--- src/rtl/pc_fetch_unit.sv ---
// pc_fetch_unit: instruction-fetch front end.
// Owns the fetch PC, issues one word request at a time to instruction memory,
// and buffers returned instructions in a 2-entry queue for decode.
// Redirects from the next-PC calculator flush the queue and discard any
// response still in flight.
module pc_fetch_unit #(
    parameter logic [31:0] RESET_PC = 32'hBFC0_0000
) (
    input  logic        clk,
    input  logic        rst,
    input  logic        redirect_valid,
    input  logic [31:2] redirect_pc,
    output logic [31:2] pc_plus4,
    output logic        imem_req,
    output logic [31:2] imem_addr,
    input  logic        imem_gnt,
    input  logic        imem_rvalid,
    input  logic [31:0] imem_rdata,
    output logic        if_valid,
    output logic [31:2] if_pc,
    output logic [31:0] if_instr,
    input  logic        id_ready
);

    localparam logic [31:2] ResetWord = RESET_PC[31:2];

    logic [31:2] fetchPc_q,     fetchPc_d;
    logic [31:2] inflightPc_q,  inflightPc_d;
    logic        outstanding_q, outstanding_d;
    logic        drop_q,        drop_d;
    logic [1:0]  count_q,       count_d;
    logic [31:2] headPc_q,      headPc_d;
    logic [31:0] headInstr_q,   headInstr_d;
    logic [31:2] tailPc_q,      tailPc_d;
    logic [31:0] tailInstr_q,   tailInstr_d;

    logic        pop;
    logic        rspAccept;
    logic        push;
    logic        pushOk;
    logic        grant;
    logic [2:0]  creditUse;
    logic [1:0]  wrIdx;

    assign if_valid  = (count_q != 2'd0);
    assign if_pc     = headPc_q;
    assign if_instr  = headInstr_q;
    assign imem_addr = fetchPc_q;
    assign pc_plus4  = fetchPc_q + 30'd1;

    // Handshake qualifiers and request credit: queue slots already used plus
    // the response still owed must leave room once this cycle's pop is counted.
    always_comb begin
        pop       = if_valid & id_ready;
        rspAccept = imem_rvalid & outstanding_q;
        push      = rspAccept & ~drop_q;
        creditUse = {1'b0, count_q} + {2'b00, outstanding_q} - {2'b00, pop};
        imem_req  = ~rst & ~redirect_valid & (creditUse < 3'd2)
                    & (~outstanding_q | imem_rvalid);
        grant     = imem_req & imem_gnt;
        wrIdx     = count_q - {1'b0, pop};
        pushOk    = push & (wrIdx != 2'd2);
    end

    // Next-state logic: redirect flushes the queue and marks a pending
    // response as stale; otherwise advance the PC on grant and push/pop.
    always_comb begin
        fetchPc_d     = fetchPc_q;
        inflightPc_d  = inflightPc_q;
        outstanding_d = outstanding_q;
        drop_d        = drop_q;
        count_d       = count_q;
        headPc_d      = headPc_q;
        headInstr_d   = headInstr_q;
        tailPc_d      = tailPc_q;
        tailInstr_d   = tailInstr_q;

        if (redirect_valid) begin
            fetchPc_d = redirect_pc;
            count_d   = 2'd0;
            if (outstanding_q && !imem_rvalid) begin
                outstanding_d = 1'b1;
                drop_d        = 1'b1;
            end else begin
                outstanding_d = 1'b0;
                drop_d        = 1'b0;
            end
        end else begin
            if (rspAccept) begin
                outstanding_d = 1'b0;
                drop_d        = 1'b0;
            end
            if (grant) begin
                inflightPc_d  = fetchPc_q;
                fetchPc_d     = fetchPc_q + 30'd1;
                outstanding_d = 1'b1;
            end
            if (pop) begin
                headPc_d    = tailPc_q;
                headInstr_d = tailInstr_q;
            end
            if (pushOk) begin
                if (wrIdx == 2'd0) begin
                    headPc_d    = inflightPc_q;
                    headInstr_d = imem_rdata;
                end else begin
                    tailPc_d    = inflightPc_q;
                    tailInstr_d = imem_rdata;
                end
            end
            count_d = count_q + {1'b0, pushOk} - {1'b0, pop};
        end
    end

    // State registers with synchronous reset; reset wins over redirect.
    always_ff @(posedge clk) begin
        if (rst) begin
            fetchPc_q     <= ResetWord;
            inflightPc_q  <= '0;
            outstanding_q <= 1'b0;
            drop_q        <= 1'b0;
            count_q       <= 2'd0;
            headPc_q      <= '0;
            headInstr_q   <= '0;
            tailPc_q      <= '0;
            tailInstr_q   <= '0;
        end else begin
            fetchPc_q     <= fetchPc_d;
            inflightPc_q  <= inflightPc_d;
            outstanding_q <= outstanding_d;
            drop_q        <= drop_d;
            count_q       <= count_d;
            headPc_q      <= headPc_d;
            headInstr_q   <= headInstr_d;
            tailPc_q      <= tailPc_d;
            tailInstr_q   <= tailInstr_d;
        end
    end

endmodule

--- config.mk ---
export PLATFORM = sky130hd
export DESIGN_NAME = pc_fetch_unit
export DESIGN_NICKNAME = d
export VERILOG_FILES = /design/src/rtl/pc_fetch_unit.sv
export SDC_FILE = /design/constraint.sdc
export NUM_CORES = 1
export LEC_CHECK = 0
export ABC_AREA = 1
export BUFFER_PORTS_ARGS = -buffer_cell sky130_fd_sc_hd__clkbuf_2
export CORE_MARGIN = 4
export CORE_UTILIZATION = 30
export DETAILED_ROUTE_END_ITERATION = 8
export PLACE_DENSITY = 0.56
export SYNTH_ARGS = -nofsm -noshare
export SYNTH_HDL_FRONTEND = slang
export SYNTH_SLANG_ARGS = --single-unit
export TNS_END_PERCENT = 50
--- constraint.sdc ---
create_clock -name clk -period 3.3 [get_ports clk]
set_input_delay 0.165 -clock clk [delete_from_list [all_inputs] [get_ports clk]]
set_output_delay 0.165 -clock clk [all_outputs]
set_load 0.01 [all_outputs]
---- Word-level counts from Yosys, hierarchy flattened ----
Cells that the tools add are included.
storage, ports and cells
  register bits after elaboration ......... 188
  bits of input ports ..................... 68
  output and inout port bits .............. 124
  logic and storage cells ................. 54
operators by class
  add/subtract/negate cells ............... 6
  order comparisons ....................... 1
  eq/ne operators ......................... 1
  muxes and demuxes ....................... 13
  bitwise gates (word level) .............. 14
  reduce and logical (&&, ||, !) cells .... 10
operator list
  operator                 count
  $mux W30                 5
  $mux W32                 3
  $add A30 B1 Y30 const B  1
  $and A1 B1 Y1            8
  $reduce_bool A2 Y1       3
  $mux W1                  5
  $not A1 Y1               5
  $sub A2 B1 Y2            2
  $add A2 B1 Y3            1
  $lt A3 B2 Y1 const B     1
  $reduce_and A3 Y1        1
  $reduce_bool A3 Y1       1
  $sub A3 B1 Y3            1
  $add A2 B1 Y2            1
  $logic_not A2 Y1         1
  $ne A2 B2 Y1 const B     1
  $reduce_and A2 Y1        1
  $reduce_or A2 Y1         1
  $logic_and A1 B1 Y1      1
  $logic_not A1 Y1         1
  $or A1 B1 Y1             1

---- Longest topological paths before layout ----
  word-level depth ........................ 9
  depth in mapped cells ................... 19
  mapped depth without buffers ............ 18

---- Least setup slack after synthesis ----
No wires, ideal clock.
  path kind ............................... flip-flop to flip-flop
  start ................................... reg count_q[1]
  end ..................................... reg fetchPc_q, in the netlist imem_addr[6]
  setup time .............................. 74 ps
  arrival ................................. 2385 ps
  data required time ...................... 3226 ps
  setup slack ............................. 841 ps
  cell stages (with the launch flop) ...... 17
  path buffers ............................ 2
  clock period less this slack ............ 2459 ps
  path through ............................ dfxtp_1 -> inv_2 -> nand2_2 -> nand2_2 -> inv_4 -> nand2_2 -> nand2_1 -> nand2_1 -> fa_1 -> inv_1 -> nor2_1 -> nand3_2 -> inv_2 -> buf_4 -> buf_2 -> nand2_1 -> a31oi_1
between the ends
  cells in the longest elaborated chain, start to end .. 8
  elaborated cells between the ends (all ways) .. 9
  those cells by class .................... add/sub (2); order compare (1); bitwise (4); reduce/logical (2)
ends and longest elaborated chain
  item                                 line  text
  from (decl)                          31    logic [1:0] count_q, count_d;
  from (signal assigned)               132   count_q <= count_d;
  $reduce_bool A2 Y1                   45    assign if_valid = (count_q != 2'd0);
  net if_valid                         19    output logic if_valid,
  $and A1 B1 Y1                        54    pop = if_valid & id_ready;
  $sub A3 B1 Y3                        57    creditUse = {1'b0, count_q} + {2'b00, outstanding_q} - {2'b00, pop};
  $lt A3 B2 Y1                         58    imem_req = ~rst & ~redirect_valid & (creditUse < 3'd2)
  $and A1 B1 Y1                        58
  $and A1 B1 Y1                        59    & (~outstanding_q | imem_rvalid);
  $and A1 B1 Y1                        60    grant = imem_req & imem_gnt;
  $reduce_bool A2 Y1 (no source line)  n/a
  to (signal assigned)                 118   fetchPc_q <= ResetWord;
  to (signal assigned)                 128   fetchPc_q <= fetchPc_d;
  to (decl)                            27    logic [31:2] fetchPc_q, fetchPc_d;
The timed path passes the listed nets, and every way through them passes these cells.
A chain may end at the register's enable or synchronous reset.

---- Final worst setup path ----
  start ................................... reg count_q[1]
  end ..................................... out imem_req
between the ends
  cells in the longest elaborated chain, start to end .. 6
  elaborated cells between the ends (all ways) .. 7
  those cells by class .................... add/sub (2); order compare (1); bitwise (3); reduce/logical (1)
ends and longest elaborated chain
  item                                                   line  text
  branches (longest 2 deep; another with $add A2 B1 Y3)  n/a
  $sub A3 B1 Y3 (*)                                      57
  $lt A3 B2 Y1 (*)                                       58
  $and A1 B1 Y1 (*)                                      58
  $and A1 B1 Y1 (*)                                      59
  to (decl)                                              14    output logic imem_req,
Mark *: on every way between the ends.

==> results by group <==
Status
  • Outcome: complete, no violations

Routing
  • Wl on met1: 14.5 mm
  • DRT Pass-1 Iters: 5
  • DR vias/cell: 4.76
  • Drt total wl: 29.0 mm
  • DRC viols: 0
  • Met3 Wirelength: 1.84 mm
  • DR top layer: met5
  • Met2 Wirelength: 12.3 mm
  • Drt initial violations: 648
  • Routed via count: 9221
  • Routed len/inst: 15.0 um
  • Detail Route Antenna Nets: 0

Logic synthesis
  • Mapped Nets: 1437
  • Netlist cell types: 32
  • Synth warn: 0
  • Flops & latches, synth: 188
  • Post-Syn Area: 0.00906 sq mm
  • Async set or reset register ratio after synthesis: 0%
  • EDFF count, synth: 0
  • Syn Area/Cell: 6.64 sq um
  • Top FF cell, synth: dfxtp_1
  • Cells after synthesis: 1365
  • Register area share after synthesis: 41.5%

Cells and area
  • Antenna Cells: 0
  • Finished Layout Cells: 1938
  • Layout cells sized above 1: 16.6%
  • Reg area: 0.00376 sq mm
  • # nets final: 1607
  • Footprint of the multi-input gates: 0.00446 sq mm
  • Fill cells: 3212
  • Layout area overhead: 23.1%

Clock network
  • Clock Sinks: 188
  • CTS tree: done
  • CTS H-Tree Depth: 4
  • TritonCTS Buffers: 17
  • Max clock buf depth: 2
  • Clock root cell: clkbuf_16
  • Setup Fix Bufs, Post-CTS: 0
  • CTS resizes: 0
  • Worst-path clk slew: 0.08 ns
  • Clk Latency, worst-skew pair: 0.43 ns

Setup path
  • R2r endpoint: inflightPc_q[13]
  • Arrival time of the worst setup path: 2.75 ns
  • Worst r2r path cells: 15
  • CP Cell Sequence: inv_2, nand2_2, nand2_4, inv_4, nand2_2, nand2_1, nand2_1, fa_1, inv_1, nor4_1, clkbuf_2
  • R2R setup slack: 0.51 ns
  • Worst r2r src: count_q[1]
  • Setup CP Type: reg2out
  • Setup crit end: imem_req
  • WP data required: 3.13 ns
  • Setup crit start: count_q[1]
  • Max stage delay cell, worst path: dfxtp_1
  • Critical path peak fanout: 9
  • Worst setup EP type: primary output
  • Delay of the slowest critical-path stage: 0.49 ns
  • Startpoint Class: flop

STA
  • Max Clock Skew: 0.0115 ns
  • Relative slew margins: 26.4%
  • Setup tns final: 0 ns
  • Hold_ws: 0.00614 ns
  • Final worst-path cycle share: 88.2%
  • RSZ-0062 raised after global routing: no
  • PnR worst setup slack: 0.389 ns
  • Min Clock Period, post-route: 2.91 ns
  • Max Transition Viols Final: 0
  • Final setup viols: 0
  • Actual slew at the worst max-slew pin: 1.10 ns
  • Final Hold Vio Count: 0
  • Peak Freq: 344 MHz

Global routing
  • Global-route wire length before repair: 46.2 mm
  • All-Layer GR Usage: 17.1%
  • Initial antenna violation count: 1
  • Largest net degree at the start of global routing: 106
  • Vias in the first global route: 8427
  • Congestion Overflow GR: 0

Place
  • Placer congestion estimate: 0.867
  • HPWL reported at the end of detailed placement: 20.2 mm
  • Dpl ws: 0.503 ns
  • Port-buffer cells: 191
  • Placed Cells: 1873

Floorplan
  • Initial core utilization: 30.5%
  • Die height: 182 um
  • Io pins: 192
  • Die area: 0.0331 sq mm
  • Die Width: 182 um
  • Row count: 63
  • Core area: 0.0297 sq mm

Power
  • Sequential share of power: 48.5%
  • Combinational power share: 10.0%
  • PD cells: 446 mW/mm^2
  • Max IR drop VDD: 0.411 mV
  • Clock network fraction of total power: 41.5%
  • Internal power: 3.59 mW
  • Sw Share: 27.9%
  • NetSw: 1.39 mW
  • Pwr Total: 4.98 mW
  • Lkg Pwr: 5.06 nW

Flow run
  • Max_cap viols: 0

Worst hold path
  • Worst Min Path Start: redirect_pc[5]
  • Worst hold path type: in2reg
critical path, delay by kind of cell, from the launching register on:
kind / cells / cell delay (ns)
fa+ha+maj: 1 / 0.48
simple gates: 6 / 0.88
buf+inv: 4 / 0.47
flops: 1 / 0.49
power groups by stage:
stage | logic, mW | registers [mW] | clock network, mW
final | 0.499 | 2.41 | 2.07
after global routing | 0.560 | 2.42 | 2.21
after CTS | 0.505 | 2.41 | 2.12
after detailed placement | 0.471 | 2.47 | 0
after global placement | 0.468 | 2.47 | 0
after floorplan | 0.265 | 2.45 | 0
flip-flops by register name (all words and copies together) (netlist names):
register	count
drop_q	1
if_instr	32
if_pc	30
tailInstr_q	32
count_q	2
inflightPc_q	30
tailPc_q	30
imem_addr	30
outstanding_q	1
routing by layer:
metal  GRT usage (%)  vias to the layer above
li1                -                     4747
met1            25.2                     4145
met2            25.7                      297
met3            3.57                       30
met4            3.99                        2
met5               0                        -
synthesized netlist by cell type, types with 2 or more instances:
library cell / number / share of area, %
xor2_1: 5 / 0.48
o21ai_1: 19 / 1.0
inv_2: 7 / 0.29
buf_1: 8 / 0.33
clkbuf_1: 54 / 2.2
xnor2_1: 8 / 0.77
o211ai_1: 49 / 4.1
ha_1: 3 / 0.41
nand3_4: 2 / 0.39
buf_6: 4 / 0.50
nand3_1: 108 / 6.0
nor3_1: 5 / 0.28
nand4_1: 12 / 0.83
nand2_1: 356 / 15
dfxtp_1: 188 / 42
nand2_2: 4 / 0.28
o21ai_0: 144 / 8.0
a21oi_1: 49 / 2.7
a31oi_1: 7 / 0.48
nor2_1: 187 / 7.7
inv_1: 112 / 4.6
buf_2: 22 / 1.2
nand3b_1: 3 / 0.25
cell families (layout without fill, tap and decap cells):
kind of cell | count (synthesis) | count (layout) | synth area share [%]
flops | 188 | 188 | 41.5
compound gates | 268 | 268 | 16.2
buf+inv | 209 | 392 | 9.36
xor+xnor | 13 | 13 | 1.26
simple gates | 683 | 683 | 31.0
fa+ha+maj | 4 | 4 | 0.635
metrics by stage:
step	utilization, %	instance area, sq um
after global routing	37.6	11200
final	37.6	11200
after floorplan	-	9060
after global placement	34.5	10200
after detailed placement	34.5	10200
after CTS	37.6	11200
what timing repair did:
item                                    in CTS  in global routing
endpoints found under the setup margin       0                  0
hold buffers                                33                  0
hold endpoints to repair                    33                  0
cells in the final DEF, fill, tap and decap left out, types with 33 or more instances in the layout:
cell type        n
dfxtp_1        188
nor2_1         187
inv_1          112
o21ai_0        144
o211ai_1        49
clkbuf_2       190
nand3_1        108
nand2_1        355
dlygate4sd3_1   33
a21oi_1         49
layout make-up:
class / count / share of cell area [%]
clock buffers: 18 / 3.85
clock inverters: 14 / 1.36
inverters: 120 / 4.08
multi-input cells: 968 / 40.0
flip-flops and latches: 188 / 33.7
well taps: 390 / 4.37
repair buffers: 240 / 12.6
how the worst min path moves through the flow:
stage | depth (start not counted) | end
after CTS | 3 | tailInstr_q[11]
after detailed placement | 3 | tailInstr_q[26]
after global placement | 3 | tailInstr_q[14]
after global routing | 3 | tailInstr_q[31]
after floorplan | 2 | tailInstr_q[0]
final | 3 | imem_addr[5]
No activity file was read; power rests on OpenSTA's default activity.
